$ cat src/rtl/gauss_dispatcher.sv
// ---------------------------------------------------------------------------
// gauss_dispatcher
//
// Issue-side initiator for the Gauss functional unit. Tagged operand requests
// are queued in a small FIFO. They are launched one at a time to the unit with
// a single-cycle start pulse. The result comes back with its tag over a
// valid/ready response port. A watchdog converts a hung operation into an
// error response, so a dead unit cannot stall the queue forever.
//
// Ports
//   clk        rising-edge clock
//   preset     asynchronous active-low reset
//   req_*      request port (valid/ready); req_ready depends on count only
//   fu_start   one-cycle launch pulse, fu_data held through the wait
//   fu_done    completion strobe with fu_result, only observed while waiting
//   rsp_*      response port (valid/ready); rsp_err=1 means watchdog expiry
//   busy       an operation is in flight or requests are queued
//   count      FIFO occupancy
// ---------------------------------------------------------------------------
module gauss_dispatcher #(
    parameter int DATA_W  = 16,
    parameter int TAG_W   = 3,
    parameter int DEPTH   = 4,
    parameter int TIMEOUT = 64
) (
    input  logic                     clk,
    input  logic                     preset,
    input  logic                     req_valid,
    output logic                     req_ready,
    input  logic [DATA_W-1:0]        req_data,
    input  logic [TAG_W-1:0]         req_tag,
    output logic                     fu_start,
    output logic [DATA_W-1:0]        fu_data,
    input  logic                     fu_done,
    input  logic [DATA_W-1:0]        fu_result,
    output logic                     rsp_valid,
    input  logic                     rsp_ready,
    output logic [DATA_W-1:0]        rsp_data,
    output logic [TAG_W-1:0]         rsp_tag,
    output logic                     rsp_err,
    output logic                     busy,
    output logic [$clog2(DEPTH):0]   count
);

    localparam int PTR_W = $clog2(DEPTH);
    localparam int CNT_W = PTR_W + 1;
    localparam int TMR_W = $clog2(TIMEOUT);

    // Last timer value before the watchdog fires.
    localparam logic [TMR_W-1:0] TMR_LAST = TMR_W'(TIMEOUT - 1);
    localparam logic [CNT_W-1:0] CNT_FULL = CNT_W'(DEPTH);

    typedef enum logic [1:0] {
        IDLE   = 2'd0,
        LAUNCH = 2'd1,
        WAIT   = 2'd2,
        RESP   = 2'd3
    } state_t;

    typedef struct packed {
        logic [TAG_W-1:0]  tag;
        logic [DATA_W-1:0] data;
    } req_t;

    state_t             state, state_nxt;
    req_t               mem [DEPTH];
    logic [PTR_W-1:0]   wr_ptr, rd_ptr;
    logic [TAG_W-1:0]   op_tag;
    logic [TMR_W-1:0]   timer;
    logic               push, pop;
    logic               wd_fire;

    // Push is gated by the registered-count ready, so a pop on the same edge
    // never lets a full FIFO accept early.
    assign push    = req_valid && req_ready;
    assign pop     = (state == IDLE) && (count != '0);
    // fu_done takes priority over expiry when both land on the same edge.
    assign wd_fire = (state == WAIT) && !fu_done && (timer == TMR_LAST);

    // ------------------------------------------------------------------
    // Request FIFO. The storage needs no reset: an entry is only read after
    // it has been written, and count gates every read.
    // ------------------------------------------------------------------
    always_ff @(posedge clk) begin
        if (push) begin
            mem[wr_ptr] <= '{tag: req_tag, data: req_data};
        end
    end

    // DEPTH is a power of two, so the pointers wrap by natural overflow.
    always_ff @(posedge clk or negedge preset) begin
        if (!preset) begin
            wr_ptr <= '0;
            rd_ptr <= '0;
            count  <= '0;
        end else begin
            if (push) wr_ptr <= wr_ptr + PTR_W'(1);
            if (pop)  rd_ptr <= rd_ptr + PTR_W'(1);
            case ({push, pop})
                2'b10:   count <= count + CNT_W'(1);
                2'b01:   count <= count - CNT_W'(1);
                default: count <= count;
            endcase
        end
    end

    // ------------------------------------------------------------------
    // Control FSM: state register
    // ------------------------------------------------------------------
    always_ff @(posedge clk or negedge preset) begin
        if (!preset) begin
            state <= IDLE;
        end else begin
            state <= state_nxt;
        end
    end

    // ------------------------------------------------------------------
    // Control FSM: next state
    // ------------------------------------------------------------------
    always_comb begin
        state_nxt = state;
        case (state)
            IDLE:    if (count != '0) state_nxt = LAUNCH;
            LAUNCH:  state_nxt = WAIT;
            WAIT:    if (fu_done || wd_fire) state_nxt = RESP;
            RESP:    if (rsp_ready) state_nxt = IDLE;
            default: state_nxt = IDLE;
        endcase
    end

    // ------------------------------------------------------------------
    // Control FSM: outputs. These decode registered state and the
    // registered count only, so no input reaches an output combinationally.
    // ------------------------------------------------------------------
    always_comb begin
        fu_start  = (state == LAUNCH);
        rsp_valid = (state == RESP);
        busy      = (state != IDLE) || (count != '0);
        req_ready = (count < CNT_FULL);
    end

    // ------------------------------------------------------------------
    // Operation registers. fu_data and op_tag load only at the pop. This
    // keeps the operand stable from launch until the response is taken.
    // ------------------------------------------------------------------
    always_ff @(posedge clk or negedge preset) begin
        if (!preset) begin
            fu_data <= '0;
            op_tag  <= '0;
        end else if (pop) begin
            fu_data <= mem[rd_ptr].data;
            op_tag  <= mem[rd_ptr].tag;
        end
    end

    // Watchdog timer: cleared during launch, then counts wait cycles.
    always_ff @(posedge clk or negedge preset) begin
        if (!preset) begin
            timer <= '0;
        end else if (state == LAUNCH) begin
            timer <= '0;
        end else if (state == WAIT && !fu_done && timer != TMR_LAST) begin
            timer <= timer + TMR_W'(1);
        end
    end

    // Response registers are written only when leaving WAIT. A stray fu_done
    // in any other state cannot disturb a pending response.
    always_ff @(posedge clk or negedge preset) begin
        if (!preset) begin
            rsp_data <= '0;
            rsp_tag  <= '0;
            rsp_err  <= 1'b0;
        end else if (state == WAIT) begin
            if (fu_done) begin
                rsp_data <= fu_result;
                rsp_tag  <= op_tag;
                rsp_err  <= 1'b0;
            end else if (wd_fire) begin
                rsp_data <= '0;
                rsp_tag  <= op_tag;
                rsp_err  <= 1'b1;
            end
        end
    end

endmodule

$ cat config.mk
export PLATFORM = sky130hd
export DESIGN_NAME = gauss_dispatcher
export DESIGN_NICKNAME = d
export VERILOG_FILES = /design/src/rtl/gauss_dispatcher.sv
export SDC_FILE = /design/constraint.sdc
export NUM_CORES = 1
export LEC_CHECK = 0
export CELL_PAD_IN_SITES_DETAIL_PLACEMENT = 1
export CELL_PAD_IN_SITES_GLOBAL_PLACEMENT = 2
export CORE_ASPECT_RATIO = 1.2
export CORE_UTILIZATION = 34
export DETAILED_ROUTE_END_ITERATION = 12
export PLACE_DENSITY = 0.88
export RECOVER_POWER = 50
export SLEW_MARGIN = 10
export SYNTH_ARGS = -nofsm -noshare
export SYNTH_HDL_FRONTEND = slang
export SYNTH_SLANG_ARGS = --single-unit
export TNS_END_PERCENT = 5
$ cat constraint.sdc
create_clock -name clk -period 2.36 [get_ports clk]
set_clock_uncertainty 0.15 [all_clocks]
set_input_delay 0.354 -clock clk [delete_from_list [all_inputs] [get_ports clk]]
set_output_delay 0.354 -clock clk [all_outputs]
set_load 0.005 [all_outputs]
==> Implementation_results.wiki, run 1 <==
{| class="wikitable"
! Metric !! Value
|-
| Wire length of the first global-routing pass || 17,700 um
|-
| Top cells by area, synth || sky130_fd_sc_hd__edfxtp_1 44%, sky130_fd_sc_hd__dfrtp_1 26%, sky130_fd_sc_hd__mux4_2 8.3%, sky130_fd_sc_hd__nand2_1 6.9%, sky130_fd_sc_hd__ha_1 2.7%
|-
| Buffer type at the clock tree root || sky130_fd_sc_hd__clkbuf_16
|-
| I/O Pins || 83
|-
| Minimum period implied by the final worst setup slack || 2.27 ns
|-
| Total power per unit cell area || 1300 nW/um^2
|-
| Detailed placement HPWL || 7440 um
|-
| Total number of vias || 3,084
|-
| Hold Violations, Final || 0
|-
| CTS H-tree lvls || 4
|-
| Register-to-register setup slack || 0.27 ns
|-
| Count of flip-flops with a built-in enable after synthesis || 76
|-
| Share of synthesized area occupied by flip-flops and latches || 70.8%
|-
| FF+latch count, synth || 130
|-
| NumNets Final || 505
|-
| Slew at the pin with the worst max-slew slack || 1.18 ns
|-
| Initial antenna violation count || 1
|-
| Die Ht || 137 um
|-
| Number of DRC markers in iteration 0 || 132
|-
| Worst path arrival time || 1.76 ns
|-
| Core occupancy in the finished layout || 47.8%
|-
| Non-filler cells in the finished layout || 667
|-
| Average via count per standard cell || 4.62
|-
| Leading post-synthesis cells by instance count || 94 x sky130_fd_sc_hd__nand2_1, 76 x sky130_fd_sc_hd__edfxtp_1, 54 x sky130_fd_sc_hd__dfrtp_1
|-
| Fraction of final layout cells with drive strength greater than 1 || 15.9%
|-
| Initial cell density of the core || 35.3%
|-
| Final max-slew violation count || 0
|-
| Core Region || 14,500 um^2
|-
| Most numerous cell in the Yosys netlist || sky130_fd_sc_hd__nand2_1
|-
| Synth top area share || 44.5%
|-
| Std cell rows || 48
|-
| Fin crit share || 96.0%
|-
| Most used DFF post-synth || sky130_fd_sc_hd__edfxtp_1
|-
| GPL Wtd Cong || 0.729
|-
| Num CTS Buffers || 17
|-
| Wire length reported by the detailed router || 10,800 um
|-
| Maximum number of pins on one net before global-route repair || 22
|-
| Net count after synthesis || 400
|-
| Critical-path maximum fanout || 7
|-
| Instance count after placement with tap cells included || 630
|-
| Run status || complete, no violations
|-
| Maximum ir drop on the vdd rail || 0.000568 V
|-
| Number of DRC violations after detailed routing || 0
|-
| End of the worst register-to-register path || count[2]
|-
| Most area-hungry cell type in the Yosys netlist || sky130_fd_sc_hd__edfxtp_1
|-
| ANT nets after route || 0
|-
| Summed negative setup slack over all endpoints || 0 ns
|-
| Highest Clock Rate || 0.441 GHz
|-
| Number of global-route vias before repair || 3,444
|-
| Distinct cells, synth || 35
|-
| Endpoint class of the critical path || output port
|-
| Number of cells on the worst hold path || 2
|-
| Fin area || 6940 um^2
|-
| Area of placed instances || 6300 um^2
|-
| Post-synthesis instance area || 5130 um^2
|-
| Average wire length per cell after detail routing || 16.2 um
|-
| Maximum buffer depth of the clock tree || 2
|-
| Overall routing resource usage || 15.5%
|-
| Count of clock tree sinks || 130
|-
| Clock network latency to the later pin of the worst-skew pair || 0.41 ns
|-
| Hold slack final || 0.330 ns
|-
| Leakage power total || 2.72 nW
|-
| Required time at the endpoint of the critical path || 1.86 ns
|-
| Total design power || 8.99 mW
|-
| Number of warning messages in the yosys log || 0
|-
| First-pass iteration count of the detailed router || 4
|-
| Clock tree from TritonCTS || built
|-
| Count of buffers inserted at the top-level ports || 82
|-
| Post-synthesis average cell area || 14.7 um^2
|-
| Async set-or-reset flop fraction in the synthesized netlist || 41.5%
|-
| Classification of the worst setup path || flop to output port
|-
| Relative slew margins || 21.3%
|-
| Count of mapped cells out of synthesis || 348
|-
| Critical register-to-register path startpoint || state[0]
|-
| Unrepaired setup endpoints after global routing || false
|-
| GRT overflow || 0
|-
| Post-CTS clock slew at the launch and capture registers of the worst setup and hold paths || 0.06 ns
|-
| Least setup slack across all paths after layout || 0.0944 ns
|-
| Layout area overhead || 35.3%
|-
| Area enclosed by the die boundary || 15,600 um^2
|-
| Path depth of the worst reg2reg path || 10
|-
| Capturing instance or port of the critical path || fu_start
|-
| Crit. Startpoint || state[0]
|-
| Max-cap viol count || 0
|-
| Hold Path Class || flop to flop
|-
| Number of setup violations in the final report || 0
|-
| Startpoint types || flop
|-
| Post-place setup slack || 0.127 ns
|-
| Hold Startpoint || fu_data[10]
|-
| Chip width || 114 um
|}
[cell type report]
| class | count | area, um^2 |
|---|---|---|
| fillers | 1515 | 7590 |
| flip-flops and latches | 130 | 3630 |
| multi-input cells | 191 | 1390 |
| repair buffers | 100 | 975 |
| clock buffers | 18 | 429 |
| well taps | 200 | 250 |
| clock inverters | 14 | 211 |
| inverters | 13 | 48.8 |
| diodes | 1 | 2.50 |
[logic make-up after synthesis]
| logic type | synth area share, % |
|---|---|
| flip-flops | 70.8 |
| AND/OR/NAND/NOR | 10.1 |
| AO/OA/AOI/OAI | 3.05 |
| buffers and inverters | 2.10 |
| multiplexers | 9.69 |
| adder cells (fa/ha/maj) | 3.07 |
| XOR/XNOR | 1.20 |
[cells in the final DEF, fill, tap and decap left out, types with 4 or more instances in the layout]
cell type                         netlist  routed
sky130_fd_sc_hd__dlygate4sd3_1          0      20
sky130_fd_sc_hd__xnor2_1                5       5
sky130_fd_sc_hd__nand2_1               94      94
sky130_fd_sc_hd__edfxtp_1              76      76
sky130_fd_sc_hd__o21ai_0               18      18
sky130_fd_sc_hd__and2_1                 6       5
sky130_fd_sc_hd__dfrtp_1               54      54
sky130_fd_sc_hd__ha_1                  11      10
sky130_fd_sc_hd__bufinv_16              0       5
sky130_fd_sc_hd__clkbuf_1               9       4
sky130_fd_sc_hd__clkbuf_16              0      17
sky130_fd_sc_hd__clkdlybuf4s50_1        0      61
sky130_fd_sc_hd__inv_1                 13      11
sky130_fd_sc_hd__nor2_1                 6       6
sky130_fd_sc_hd__buf_4                  0       9
sky130_fd_sc_hd__mux4_2                19      19
[metal layers]
metal	share of wire, %	wire length, um	track usage (%)
met5	0	0	0
met4	2.6	284	8.80
met3	3.5	375	3.81
met2	53	5730	26.9
met1	41	4440	17.5
[worst min path at each step]
stage	to	slack [ns]
6_report	fu_data[10]	0.33
5_1_grt	rsp_data[6]	0.35
4_1_cts	fu_data[10]	0.29
3_5_place_dp	fu_data[10]	0.19
3_3_place_gp	fu_data[10]	0.19
2_1_floorplan	count[0]	-0.09
[flip-flops by register name (all words and copies together), names as in the netlist, 3 cells and up]
name	count
rsp_tag	3
rsp_data	16
fu_data	16
count	3
timer	6
mem	76
op_tag	3
[worst max-delay path: stages (launching register included)]
cell                              delay (ns)
sky130_fd_sc_hd__dfrtp_1                0.36
sky130_fd_sc_hd__buf_4                  0.12
sky130_fd_sc_hd__ha_1                   0.30
sky130_fd_sc_hd__clkdlybuf4s50_1        0.57
[report_power, final]
| part | internal [mW] | switching (mW) | total, mW | leakage [nW] |
|---|---|---|---|---|
| registers | 3.04 | 0.277 | 3.31 | 1.36 |
| logic | 1.50 | 1.36 | 2.86 | 1.06 |
| clock network | 1.87 | 0.951 | 2.82 | 0.302 |
| total | 6.40 | 2.59 | 8.99 | 2.72 |
[what timing repair did]
item	CTS	global route
pin swaps	0	0
resized for setup	4	1
setup buffers	3	0
setup endpoints to repair	1	1
endpoints found under the hold margin	19	0
hold buffers	1	0
(Power assumes the default switching activity.)
==> inputs of run 2 (changes only) <==
--- a/config.mk
+++ b/config.mk
@@ -5,12 +5,13 @@
 export SDC_FILE = /design/constraint.sdc
 export NUM_CORES = 1
 export LEC_CHECK = 0
+export ABC_CLOCK_PERIOD_IN_PS = 2640
 export CELL_PAD_IN_SITES_DETAIL_PLACEMENT = 1
 export CELL_PAD_IN_SITES_GLOBAL_PLACEMENT = 2
 export CORE_ASPECT_RATIO = 1.2
-export CORE_UTILIZATION = 34
+export CORE_UTILIZATION = 35
 export DETAILED_ROUTE_END_ITERATION = 12
-export PLACE_DENSITY = 0.88
+export PLACE_DENSITY = 0.87
 export RECOVER_POWER = 50
 export SLEW_MARGIN = 10
 export SYNTH_ARGS = -nofsm -noshare
==> constraint.sdc (replaced) <==
create_clock -name clk -period 2.64 [get_ports clk]
set_clock_uncertainty 0.15 [all_clocks]
set_input_delay 0.396 -clock clk [delete_from_list [all_inputs] [get_ports clk]]
set_output_delay 0.396 -clock clk [all_outputs]
set_load 0.005 [all_outputs]
==> Implementation_results.wiki, run 2 (synthesis results as in run 1) <==
{| class="wikitable"
! Metric !! Value
|-
| Run status || complete, no violations
|-
| Die Ht || 135 um (-1.4%)
|-
| Met2 WL || 5710 um (-0.24%)
|-
| Total power per unit cell area || 1130 nW/um^2 (-13%)
|-
| Commonest cells after routing, fill and taps aside || 94 x sky130_fd_sc_hd__nand2_1, 76 x sky130_fd_sc_hd__edfxtp_1, 61 x sky130_fd_sc_hd__clkdlybuf4s50_1
|-
| Clock network latency to the later pin of the worst-skew pair || 0.41 ns (about the same)
|-
| GPL Wtd Cong || 0.703 (-3.6%)
|-
| Highest Clock Rate || 0.431 GHz
|-
| Final max-slew violation count || 0 (unchanged)
|-
| Number of cells on the worst hold path || 2 (unchanged)
|-
| ANT nets after route || 0 (unchanged)
|-
| Fraction of final layout cells with drive strength greater than 1 || 15.9% (+0.034 points)
|-
| Fin area || 6790 um^2 (-2.1%)
|-
| First-pass iteration count of the detailed router || 6 (+2)
|-
| Area of placed instances || 6210 um^2 (-1.4%)
|-
| CTS H-tree lvls || 4 (unchanged)
|-
| Uppermost routed layer || met4
|-
| NumNets Final || 504 (-0.20%)
|-
| Std cell rows || 48 (unchanged)
|-
| Count of clock tree sinks || 130 (unchanged)
|-
| Area occupied by multi-input gates || 1390 um^2 (unchanged)
|-
| Worst path arrival time || 1.77 ns (about the same)
|-
| Hold Path Class || flop to flop
|-
| Maximum buffer depth of the clock tree || 2 (unchanged)
|-
| Count of buffers inserted at the top-level ports || 82 (unchanged)
|-
| Min-Delay Endpoint || fu_data[4]
|-
| Number of DRC violations after detailed routing || 0 (unchanged)
|-
| Maximum ir drop on the vdd rail || 0.000524 V (-7.7%)
|-
| Relative slew margins || 31.3% (+10 points)
|-
| Critical register-to-register path startpoint || state[0]
|-
| Overall routing resource usage || 15.7% (+0.20 points)
|-
| Endpoint class of the critical path || output port
|-
| Largest register by flop count || mem
|-
| Core Region || 14,400 um^2 (-1.2%)
|-
| Summed negative setup slack over all endpoints || 0 ns (unchanged)
|-
| Met1 Routed Length || 4350 um (-1.9%)
|-
| Max-cap viol count || 0 (unchanged)
|-
| Leakage power total || 2.68 nW (-1.6%)
|-
| Hold Violations, Final || 0 (unchanged)
|-
| Critical-path maximum fanout || 4 (-3)
|-
| Post-CTS clock slew at the launch and capture registers of the worst setup and hold paths || 0.06 ns (about the same)
|-
| Most common cell after layout, fill and taps aside || sky130_fd_sc_hd__nand2_1
|-
| Met3 WL || 483 um (+29%)
|-
| Required time at the endpoint of the critical path || 2.09 ns (+0.23 ns)
|-
| Clock tree from TritonCTS || built
|-
| Antenna cell count || 0 (-1)
|-
| Number of flip-flops in the largest register || 76 (unchanged)
|-
| End of the worst register-to-register path || rd_ptr[1]
|-
| Hold Startpoint || fu_data[4]
|-
| Core occupancy in the finished layout || 47.3% (-0.43 points)
|-
| Slew at the pin with the worst max-slew slack || 1.03 ns (-0.150 ns)
|-
| Average via count per standard cell || 4.76 (+2.9%)
|-
| Initial antenna violation count || 0 (-1)
|-
| Classification of the worst setup path || flop to output port
|-
| Maximum number of pins on one net before global-route repair || 33 (+50%)
|-
| Register-to-register setup slack || 0.47 ns (+0.20 ns)
|-
| GRT overflow || 0 (unchanged)
|-
| Total number of vias || 3,045 (-1.3%)
|-
| Chip width || 113 um (-1.4%)
|-
| Wire length of the first global-routing pass || 17,600 um (-0.62%)
|-
| Startpoint types || flop
|-
| Number of DRC markers in iteration 0 || 120 (-9.1%)
|-
| Num CTS Buffers || 17 (unchanged)
|-
| Number of global-route vias before repair || 3,418 (-0.75%)
|-
| Initial cell density of the core || 35.7% (+0.44 points)
|-
| Path depth of the worst reg2reg path || 7 (-3)
|-
| Wire length reported by the detailed router || 10,700 um (-1.5%)
|-
| Number of setup violations in the final report || 0 (unchanged)
|-
| Fin crit share || 87.8%
|-
| Area enclosed by the die boundary || 15,100 um^2 (-2.8%)
|-
| Final-layout fill cell count || 1,450 (-4.3%)
|-
| Buffer type at the clock tree root || sky130_fd_sc_hd__clkbuf_16
|-
| Detailed placement HPWL || 7390 um (-0.72%)
|-
| Unrepaired setup endpoints after global routing || false
|-
| Registers with the highest flip-flop counts || mem x76, fu_data x16, rsp_data x16
|-
| Reg area || 3630 um^2 (about the same)
|-
| I/O Pins || 83 (unchanged)
|-
| Average wire length per cell after detail routing || 16.7 um (+2.6%)
|-
| Layout area overhead || 32.4%
|-
| Minimum period implied by the final worst setup slack || 2.32 ns
|}
-- run 2: worst max-delay path: stages (launching register included) --
cell	delay, ns
sky130_fd_sc_hd__dfrtp_2	0.42
sky130_fd_sc_hd__inv_1	0.11
sky130_fd_sc_hd__ha_2	0.19
sky130_fd_sc_hd__or4b_4	0.46
sky130_fd_sc_hd__dlymetal6s2s_1	0.17
-- run 2: worst max-delay path by stage --
| stage | start | end | slack, ns |
|---|---|---|---|
| 2_1_floorplan | state[0] | count[2] | 0.34 |
| 3_5_place_dp | req_valid | count[2] | 0.42 |
| 4_1_cts | state[0] | busy | 0.009 |
| 5_1_grt | state[1] | fu_start | 0.22 |
| 3_3_place_gp | req_valid | count[2] | 0.45 |
| 6_report | state[0] | busy | 0.32 |
-- run 2: through the flow --
| step | instances | setup WS [ns] | hold WS [ns] | total power [mW] |
|---|---|---|---|---|
| after floorplan | 348 | 0.341 | -0.0496 | 4.34 |
| after global placement | 604 | 0.454 | 0.304 | 5.41 |
| after detailed placement | 604 | 0.416 | 0.311 | 5.56 |
| after CTS | 637 | 0.00856 | 0.326 | 7.82 |
| after global routing | 640 | 0.223 | 0.358 | 8.16 |
| final | 640 | 0.321 | 0.321 | 7.67 |
-- run 2: report_power, final --
group | total (mW) | leakage [nW] | switching, mW | internal, mW
Clock | 2.21 | 0.280 | 0.847 | 1.37
Combinational | 2.47 | 1.04 | 1.17 | 1.30
Sequential | 2.98 | 1.36 | 0.265 | 2.72
-- run 2: per-layer routing --
layer | vias up | track usage (%)
li1 | 1432 | -
met1 | 1537 | 17.8
met2 | 69 | 27.5
met3 | 7 | 5.03
met4 | 0 | 6.22
met5 | - | 0
-- run 2: area by class of cell --
cell class,count,area share (%)
clock inverters,13,1.60
multi-input cells,191,20.5
flip-flops and latches,130,53.5
inverters,13,0.718
well taps,175,3.22
clock buffers,19,6.83
repair buffers,99,13.6
-- run 2: repair_timing --
| item | in CTS | in global routing |
|---|---|---|
| endpoints found under the setup margin | 1 | 1 |
| endpoints found under the hold margin | 30 | 0 |
| gates resized for setup | 3 | 2 |
| buffers inserted | 0 | 3 |
| hold buffers | 1 | 0 |
